**src/rtl/sof_rx.sv**
```systemverilog
// rtl/sof_rx.sv - CAN receive-side start-of-frame detector
module sof_rx #(
  parameter int IDLE_BITS    = 11,
  parameter int SYNC_TIMEOUT = 64
) (
  input  logic clock,
  input  logic reset,
  input  logic enable,
  input  logic rx_bit,
  input  logic sample_point,
  input  logic frame_done,
  output logic bus_idle,
  output logic hard_sync,
  output logic sof_received,
  output logic sof_glitch,
  output logic sync_timeout,
  output logic frame_active
);

  localparam int IW = $clog2(IDLE_BITS + 1);
  localparam int WW = $clog2(SYNC_TIMEOUT + 1);
  localparam logic [IW-1:0] IDLE_LAST = IW'(IDLE_BITS - 1);
  localparam logic [WW-1:0] WAIT_LAST = WW'(SYNC_TIMEOUT - 1);

  typedef enum logic [1:0] {WAIT_IDLE, IDLE, SYNC, FRAME} state_t;

  state_t        state;
  logic [IW-1:0] idle_cnt;
  logic [WW-1:0] wait_cnt;
  logic          rx_prev;
  logic          fall;

  assign fall = rx_prev & ~rx_bit;

  always_ff @(posedge clock) begin
    if (reset || !enable) begin
      state        <= WAIT_IDLE;
      idle_cnt     <= '0;
      wait_cnt     <= '0;
      rx_prev      <= 1'b1;
      bus_idle     <= 1'b0;
      hard_sync    <= 1'b0;
      sof_received <= 1'b0;
      sof_glitch   <= 1'b0;
      sync_timeout <= 1'b0;
      frame_active <= 1'b0;
    end else begin
      rx_prev      <= rx_bit;
      hard_sync    <= 1'b0;
      sof_received <= 1'b0;
      sof_glitch   <= 1'b0;
      sync_timeout <= 1'b0;
      case (state)
        WAIT_IDLE: begin
          if (sample_point) begin
            if (!rx_bit) begin
              idle_cnt <= '0;
            end else if (idle_cnt == IDLE_LAST) begin
              state    <= IDLE;
              idle_cnt <= '0;
              bus_idle <= 1'b1;
            end else begin
              idle_cnt <= idle_cnt + IW'(1);
            end
          end
        end
        IDLE: begin
          // A falling edge restarts the bit, so a coincident sample point is dropped.
          if (fall) begin
            state     <= SYNC;
            hard_sync <= 1'b1;
            wait_cnt  <= '0;
            bus_idle  <= 1'b0;
          end
        end
        SYNC: begin
          if (sample_point) begin
            if (!rx_bit) begin
              state        <= FRAME;
              sof_received <= 1'b1;
              frame_active <= 1'b1;
            end else begin
              state      <= IDLE;
              sof_glitch <= 1'b1;
              bus_idle   <= 1'b1;
            end
          end else if (wait_cnt == WAIT_LAST) begin
            state        <= WAIT_IDLE;
            sync_timeout <= 1'b1;
            idle_cnt     <= '0;
            wait_cnt     <= '0;
          end else begin
            wait_cnt <= wait_cnt + WW'(1);
          end
        end
        FRAME: begin
          if (frame_done) begin
            state        <= WAIT_IDLE;
            frame_active <= 1'b0;
            idle_cnt     <= '0;
          end
        end
        default: state <= WAIT_IDLE;
      endcase
    end
  end

endmodule

```
**config.mk**
```make
export PLATFORM = sky130hd
export DESIGN_NAME = sof_rx
export DESIGN_NICKNAME = d
export VERILOG_FILES = /design/src/rtl/sof_rx.sv
export SDC_FILE = /design/constraint.sdc
export NUM_CORES = 1
export LEC_CHECK = 0
export BUFFER_PORTS_ARGS = -buffer_cell sky130_fd_sc_hd__buf_2
export CAP_MARGIN = 15
export CORE_UTILIZATION = 40
export DETAILED_ROUTE_END_ITERATION = 16
export PLACE_DENSITY = 0.7
export SYNTH_ARGS = -nofsm -noshare
export SYNTH_HDL_FRONTEND = slang
export SYNTH_SLANG_ARGS = --single-unit
```
**constraint.sdc**
```tcl
create_clock -name clock -period 3.79 [get_ports clock]
set_clock_uncertainty 0.1 [all_clocks]
set_input_delay 0.758 -clock clock [delete_from_list [all_inputs] [get_ports clock]]
set_output_delay 0.758 -clock clock [all_outputs]
set_load 0.05 [all_outputs]
```
==> impl_summary.log, run 1 <==
[metrics] count of pins on the block boundary: 12
[metrics] routed len/inst: 13.1 um
[metrics] share of synthesized area occupied by flip-flops and latches: 43.1%
[metrics] clk buf depth: 2
[metrics] weighted congestion at the end of routability-driven global placement: 0.789
[metrics] relative slew slack: 65.5%
[metrics] Netlist Area Pre-Place: 928 um2
[metrics] TritonCTS clock tree: done
[metrics] via count of the first global-routing pass: 720
[metrics] Warnings, synthesis: 0
[metrics] end of the worst register-to-register path: idle_cnt[3]
[metrics] actual slew at the worst max-slew pin: 0.518 ns
[metrics] Mean Syn Cell Area: 9.01 um2
[metrics] Synth cell types: 39
[metrics] crit start category: flip-flop
[metrics] Gate Count Post-Synth: 103
[metrics] DR DRC count: 0
[metrics] fraction of the cycle the final worst path needs: 50.1%
[metrics] sink count of the clock tree: 20
[metrics] die area: 0.00252 mm2
[metrics] Antenna Violating Nets Remaining: 0
[metrics] Diodes inserted: 0
[metrics] later-pin clock latency in the skew report: 0.30 ns
[metrics] peak clock frequency supported by timing: 0.526 GHz
[metrics] share of synthesized cell area in full adder, half adder and majority cells: 4.04%
[metrics] post-synthesis net count: 112
[metrics] path depth of the worst reg2reg path: 5
[metrics] commonest non-fill, non-tap cells in the layout: dfxtp_1, nor2_1, buf_2
[metrics] run status: completed
[metrics] die height: 50.2 um
[metrics] cell chain of the critical path: ha_1, nor4bb_1, nand2_1, o221ai_1, a311oi_1
[metrics] flops & latches, synth: 20
[metrics] count of buffers inserted at the top-level ports: 11
[metrics] final cell count without fillers: 142
[metrics] RR Startpoint: wait_cnt[0]
[metrics] static leakage power: 0.000398 uW
[metrics] vias post-DR: 773
[metrics] largest net degree at the start of global routing: 14
[metrics] number of flops mapped to enable cells by yosys: 0
[metrics] Final Net Count: 124
[metrics] combinational family with the most area after synthesis: simple AND/OR/NAND/NOR gates
[metrics] data required time of the worst path: 3.86 ns
[metrics] critical path endpoint category: flip-flop
[metrics] global-route wire length before repair: 3130 um
[metrics] most used flip-flop cell after synthesis: dfxtp_1
[metrics] final routed wirelength across all metal layers: 1850 um
[metrics] xor and xnor fraction of the mapped netlist area: 3.77%
[metrics] number of placed cells counting well taps: 138
[metrics] Placeable Area: 0.00219 mm2
[metrics] Max Cap Violations: 0
[metrics] cell with the largest stage delay on the worst path: o221ai_1
[metrics] worst path arrival time: 1.97 ns
[metrics] number of rows created at floorplan: 17
[metrics] H-tree depth: 1
[metrics] 1st-iter DRT viols: 15
[metrics] register-to-register setup slack: 1.89 ns
[metrics] number of CTS-inserted buffers: 3
[metrics] GRT overflow: 0
[metrics] path category of the worst min-delay check: reg2reg
[metrics] number of antenna violations at the first check in global routing: 0
[metrics] count of filler cells inserted in the layout: 209
[metrics] starting density of the core: 42.4%
[metrics] number of setup violations in the final report: 0
[metrics] class of the most critical setup path: reg2reg
[metrics] peak supply drop: 0.233 mV
[metrics] total half-perimeter wirelength after legalization and detailed placement: 1360 um
[metrics] Final Slew Violations: 0
[metrics] commonest non-fill, non-tap cell in the layout: dfxtp_1
[metrics] clock period minus final worst setup slack: 1.90 ns
[metrics] compound-cell area share of the yosys netlist: 17.1%
[metrics] hold_buf cts: 0
[metrics] ratio of cells with drive above 1 in the final layout: 15.8%
[metrics] hold endpoint: bus_idle
[metrics] die boundary width: 50.2 um
[metrics] hold_ws: 0.384 ns
[metrics] Clk Tree Root Cell: clkbuf_4
[metrics] unrepaired setup endpoints after global routing: no
[metrics] power density normalized to cell area: 339 mW/mm2
[metrics] post-synthesis simple-gate area fraction: 27.9%
[metrics] mux cell area share after synthesis: 1.08%
[metrics] area growth from synthesis to final layout: 11.5%
[metrics] via-per-instance ratio: 5.44
[metrics] critical path peak fanout: 4
[metrics] Worst-path clk slew: 0.11 ns
[metrics] total count of hold-check failures in the final report: 0
[metrics] Hold Path Stages: 2
[metrics] Tot GR Track Use: 16.6%
[metrics] crit-path max cell delay: 0.42 ns
[metrics] final total negative setup slack: 0 ns
[metrics] count of TritonRoute iterations in the first routing pass: 4
[metrics] startpoint of the tightest hold check path: bus_idle
[metrics] post-cts repair resize count: 0
[metrics] Synth async-reset ratio: 0%
[metrics] postcts setup bufs: 0
## area by class of cell
cell class	count	area (um2)	area share (%)
Clock buffer	4	36.3	3.51
Inverter	2	7.51	0.726
Multi-Input combinational cell	77	500	48.4
Sequential cell	20	400	38.7
Tap cell	28	35.0	3.39
Timing Repair Buffer	11	55.1	5.32
## worst max-delay path by stage
stage,startpoint,to,slack (ns),depth (start not counted)
after detailed placement,rx_bit,wait_cnt[5],1.60,5
final,wait_cnt[0],idle_cnt[3],1.89,5
after floorplan,rx_bit,wait_cnt[0],1.91,5
after CTS,wait_cnt[0],idle_cnt[3],1.91,5
after global routing,wait_cnt[0],idle_cnt[3],1.74,5
after global placement,rx_bit,wait_cnt[4],1.67,5
## sequential cells by signal (all words and copies together) (netlist names)
register	flops
bus_idle	1
frame_active	1
hard_sync	1
rx_prev	1
sof_glitch	1
sof_received	1
wait_cnt	7
state	2
sync_timeout	1
idle_cnt	4
## critical path: cells and delay by family, from the launching register on
kind,cells,cell delay [ns]
compound gates,2,0.60
simple gates,2,0.43
flops,1,0.40
fa+ha+maj,1,0.23
## cells by family after synthesis
| family | Yosys count |
|---|---|
| XOR/XNOR | 4 |
| AND/OR/NAND/NOR | 46 |
| multiplexers | 1 |
| flip-flops | 20 |
| AO/OA/AOI/OAI | 23 |
| buffers and inverters | 6 |
| adder cells (fa/ha/maj) | 3 |
## per-stage QoR
step / area [um2] / setup WS (ns) / power, uW / util [%]
floorplan: 928 / 1.91 / 226 / -
detailed placement: 998 / 1.60 / 233 / 45.6
global placement: 998 / 1.67 / 232 / 45.6
CTS: 1030 / 1.91 / 357 / 47.2
global route: 1030 / 1.74 / 365 / 47.2
finish: 1030 / 1.89 / 351 / 47.2
## cells in the mapped netlist, types with 2 or more instances
| library cell | instances | area, um2 |
|---|---|---|
| o2111ai_1 | 3 | 26.3 |
| nand2b_1 | 5 | 31.3 |
| inv_1 | 2 | 7.51 |
| nor2b_1 | 2 | 12.5 |
| and3_1 | 2 | 12.5 |
| clkbuf_1 | 2 | 7.51 |
| dfxtp_1 | 20 | 400 |
| ha_1 | 3 | 37.5 |
| nand3_1 | 4 | 20.0 |
| nand2_1 | 9 | 33.8 |
| nor3_1 | 3 | 15.0 |
| nor2_1 | 11 | 41.3 |
| a21oi_1 | 6 | 30.0 |
| o21ai_0 | 3 | 15.0 |
| xor2_1 | 4 | 35.0 |
## layer usage
layer	share of wire (%)	global-route usage (%)	up-vias	wire length (um)
met3	3.2	5.45	6	60
met4	2.0	7.62	0	38
li1	-	-	395	-
met5	0	0	-	0
met2	47	26.2	12	878
met1	47	20.3	360	876
## power breakdown
group	switching, uW	internal, uW	total [uW]
registers	0.591	211	211
logic	11.2	5.55	16.7
clock network	63.9	58.7	123
(Power assumes the default switching activity.)
==> inputs of run 2 (changes only) <==
==> constraint.sdc (replaced) <==
create_clock -name clock -period 1.92 [get_ports clock]
set_clock_uncertainty 0.1 [all_clocks]
set_input_delay 0.384 -clock clock [delete_from_list [all_inputs] [get_ports clock]]
set_output_delay 0.384 -clock clock [all_outputs]
set_load 0.05 [all_outputs]
==> run 2 against run 1 <==
- global-route usage increased by 0.47 points
- combinational power increased by 140%
- register-to-register slack got worse by 1.8 ns
- sequential power increased by 98%
- via count increased by 3.1%
- setup slack got worse by 1.8 ns
- sequential cell count unchanged
- clock power increased by 100%
- power increased by 100%
- non-clock buffer count increased by 5
==> impl_summary.log, run 2 (same netlist as run 1, synthesis figures left out) <==
[metrics] count of buffers inserted at the top-level ports: 11
[metrics] routed len/inst: 13.2 um
[metrics] total half-perimeter wirelength after legalization and detailed placement: 1420 um
[metrics] peak clock frequency supported by timing: 0.556 GHz
[metrics] Final Net Count: 129
[metrics] die boundary width: 50.2 um
[metrics] commonest non-fill, non-tap cells in the layout: dfxtp_1, nor2_1, buf_2
[metrics] clk buf depth: 2
[metrics] critical path peak fanout: 4
[metrics] hold endpoint: rx_prev
[metrics] die height: 50.2 um
[metrics] later-pin clock latency in the skew report: 0.30 ns
[metrics] RR Startpoint: idle_cnt[0]
[metrics] fraction of the cycle the final worst path needs: 93.7%
[metrics] starting density of the core: 42.4%
[metrics] crit-path max cell delay: 0.40 ns
[metrics] peak supply drop: 0.590 mV
[metrics] hold_ws: 0.252 ns
[metrics] Antenna Violating Nets Remaining: 0
[metrics] sink count of the clock tree: 20
[metrics] Max Cap Violations: 0
[metrics] Diodes inserted: 0
[metrics] number of rows created at floorplan: 17
[metrics] largest net degree at the start of global routing: 12
[metrics] end of the worst register-to-register path: idle_cnt[3]
[metrics] GRT met2 Usage: 29.3%
[metrics] via count of the first global-routing pass: 741
[metrics] worst path arrival time: 1.92 ns
[metrics] number of CTS-inserted buffers: 3
[metrics] total count of hold-check failures in the final report: 0
[metrics] final routed wirelength across all metal layers: 1940 um
[metrics] via-per-instance ratio: 5.42
[metrics] count of filler cells inserted in the layout: 212
[metrics] H-tree depth: 1
[metrics] commonest non-fill, non-tap cell in the layout: dfxtp_1
[metrics] global routing usage on met3: 6.36%
[metrics] postcts setup bufs: 0
[metrics] met1 track utilization from global routing: 19.2%
[metrics] ratio of cells with drive above 1 in the final layout: 21.0%
[metrics] data required time of the worst path: 2.04 ns
[metrics] post-layout total power: 704 uW
[metrics] 1st-iter DRT viols: 10
[metrics] crit start category: flip-flop
[metrics] actual slew at the worst max-slew pin: 0.359 ns
[metrics] fin worst setup slack: 0.122 ns
[metrics] cell chain of the critical path: inv_1, ha_1, and3b_1, nor3_2, a41oi_1, a311oi_1
[metrics] Final Slew Violations: 0
[metrics] path depth of the worst reg2reg path: 6
[metrics] count of pins on the block boundary: 12
[metrics] cell with the largest stage delay on the worst path: dfxtp_1
[metrics] run status: completed
[metrics] static leakage power: 0.000425 uW
[metrics] setup slack at placement: 0.0669 ns
[metrics] number of antenna violations at the first check in global routing: 0
[metrics] power density normalized to cell area: 649 mW/mm2
[metrics] critical path's top delay family: simple AND/OR/NAND/NOR gates
[metrics] Placeable Area: 0.00219 mm2
[metrics] global-route wire length before repair: 3170 um
[metrics] Clk Tree Root Cell: clkbuf_4
[metrics] relative slew slack: 76.0%
[metrics] grt peak-use layer: met2
[metrics] class of the most critical setup path: reg2reg
[metrics] area growth from synthesis to final layout: 16.7%
[metrics] clock period minus final worst setup slack: 1.80 ns
[metrics] register-to-register setup slack: 0.12 ns
[metrics] number of setup violations in the final report: 0
[metrics] Worst-path clk slew: 0.11 ns
[metrics] GRT overflow: 0
[metrics] path category of the worst min-delay check: in2reg
[metrics] count of TritonRoute iterations in the first routing pass: 4
[metrics] startpoint of the tightest hold check path: reset
[metrics] critical path endpoint category: flip-flop
[metrics] DR DRC count: 0
[metrics] Hold Path Stages: 3
[metrics] TritonCTS clock tree: done
[metrics] largest registers: wait_cnt (7), idle_cnt (4), state (2)
[metrics] vias post-DR: 797
[metrics] Tot GR Track Use: 17.1%
[metrics] weighted congestion at the end of routability-driven global placement: 0.798
[metrics] sum of buffers and inverters on the critical path: 1
[metrics] max reg flops: 7
[metrics] hold_buf cts: 0
[metrics] die area: 0.00252 mm2
[metrics] register with the highest flop count: wait_cnt
-- run 2: power breakdown --
group	leakage (uW)	switching (uW)	internal, uW
clock network	0.0000210	131	116
registers	0.000161	1.31	416
logic	0.000243	24.0	15.5
total	0.000425	156	548
-- run 2: metal layers --
metal | wire [um] | part of all wire [%]
met3 | 68 | 3.5
met4 | 23 | 1.2
met5 | 0 | 0
met2 | 965 | 50
met1 | 879 | 45
-- run 2: worst max-delay path by stage --
stage / start / to / slack [ns] / depth (start not counted)
after floorplan: wait_cnt[0] / idle_cnt[3] / 0.30 / 5
after global placement: wait_cnt[0] / idle_cnt[3] / 0.19 / 5
after detailed placement: idle_cnt[0] / idle_cnt[3] / 0.07 / 6
after CTS: idle_cnt[0] / idle_cnt[3] / 0.03 / 6
after global routing: idle_cnt[0] / idle_cnt[3] / -0.0002 / 6
final: idle_cnt[0] / idle_cnt[3] / 0.12 / 6
-- run 2: area by class of cell --
type | count | area (um2) | share of cell area, %
multi-input cells | 77 | 512 | 47.2
flip-flops and latches | 20 | 400 | 37.0
repair buffers | 16 | 92.6 | 8.55
clock buffers | 4 | 36.3 | 3.35
well taps | 28 | 35.0 | 3.23
inverters | 2 | 7.51 | 0.693
-- run 2: worst min-delay path: stages --
cell and delay (ns):
buf_2 0.09, nor2b_1 0.09, nand2_1 0.08
-- run 2: what timing repair did --
item / in CTS / in global routing
hold endpoints to repair: 0 / 0
resized for setup: 0 / 2
endpoints found under the setup margin: 0 / 3
-- run 2: through the flow --
step                       TNS [ns]  instances  utilization [%]  area (um2)
after detailed placement          0        143             47.3        1040
final                             0        147             49.5        1080
after CTS                         0        147             48.9        1070
after floorplan                   0        103                -         928
after global routing      -0.000231        147             49.5        1080
after global placement            0        143             47.3        1040
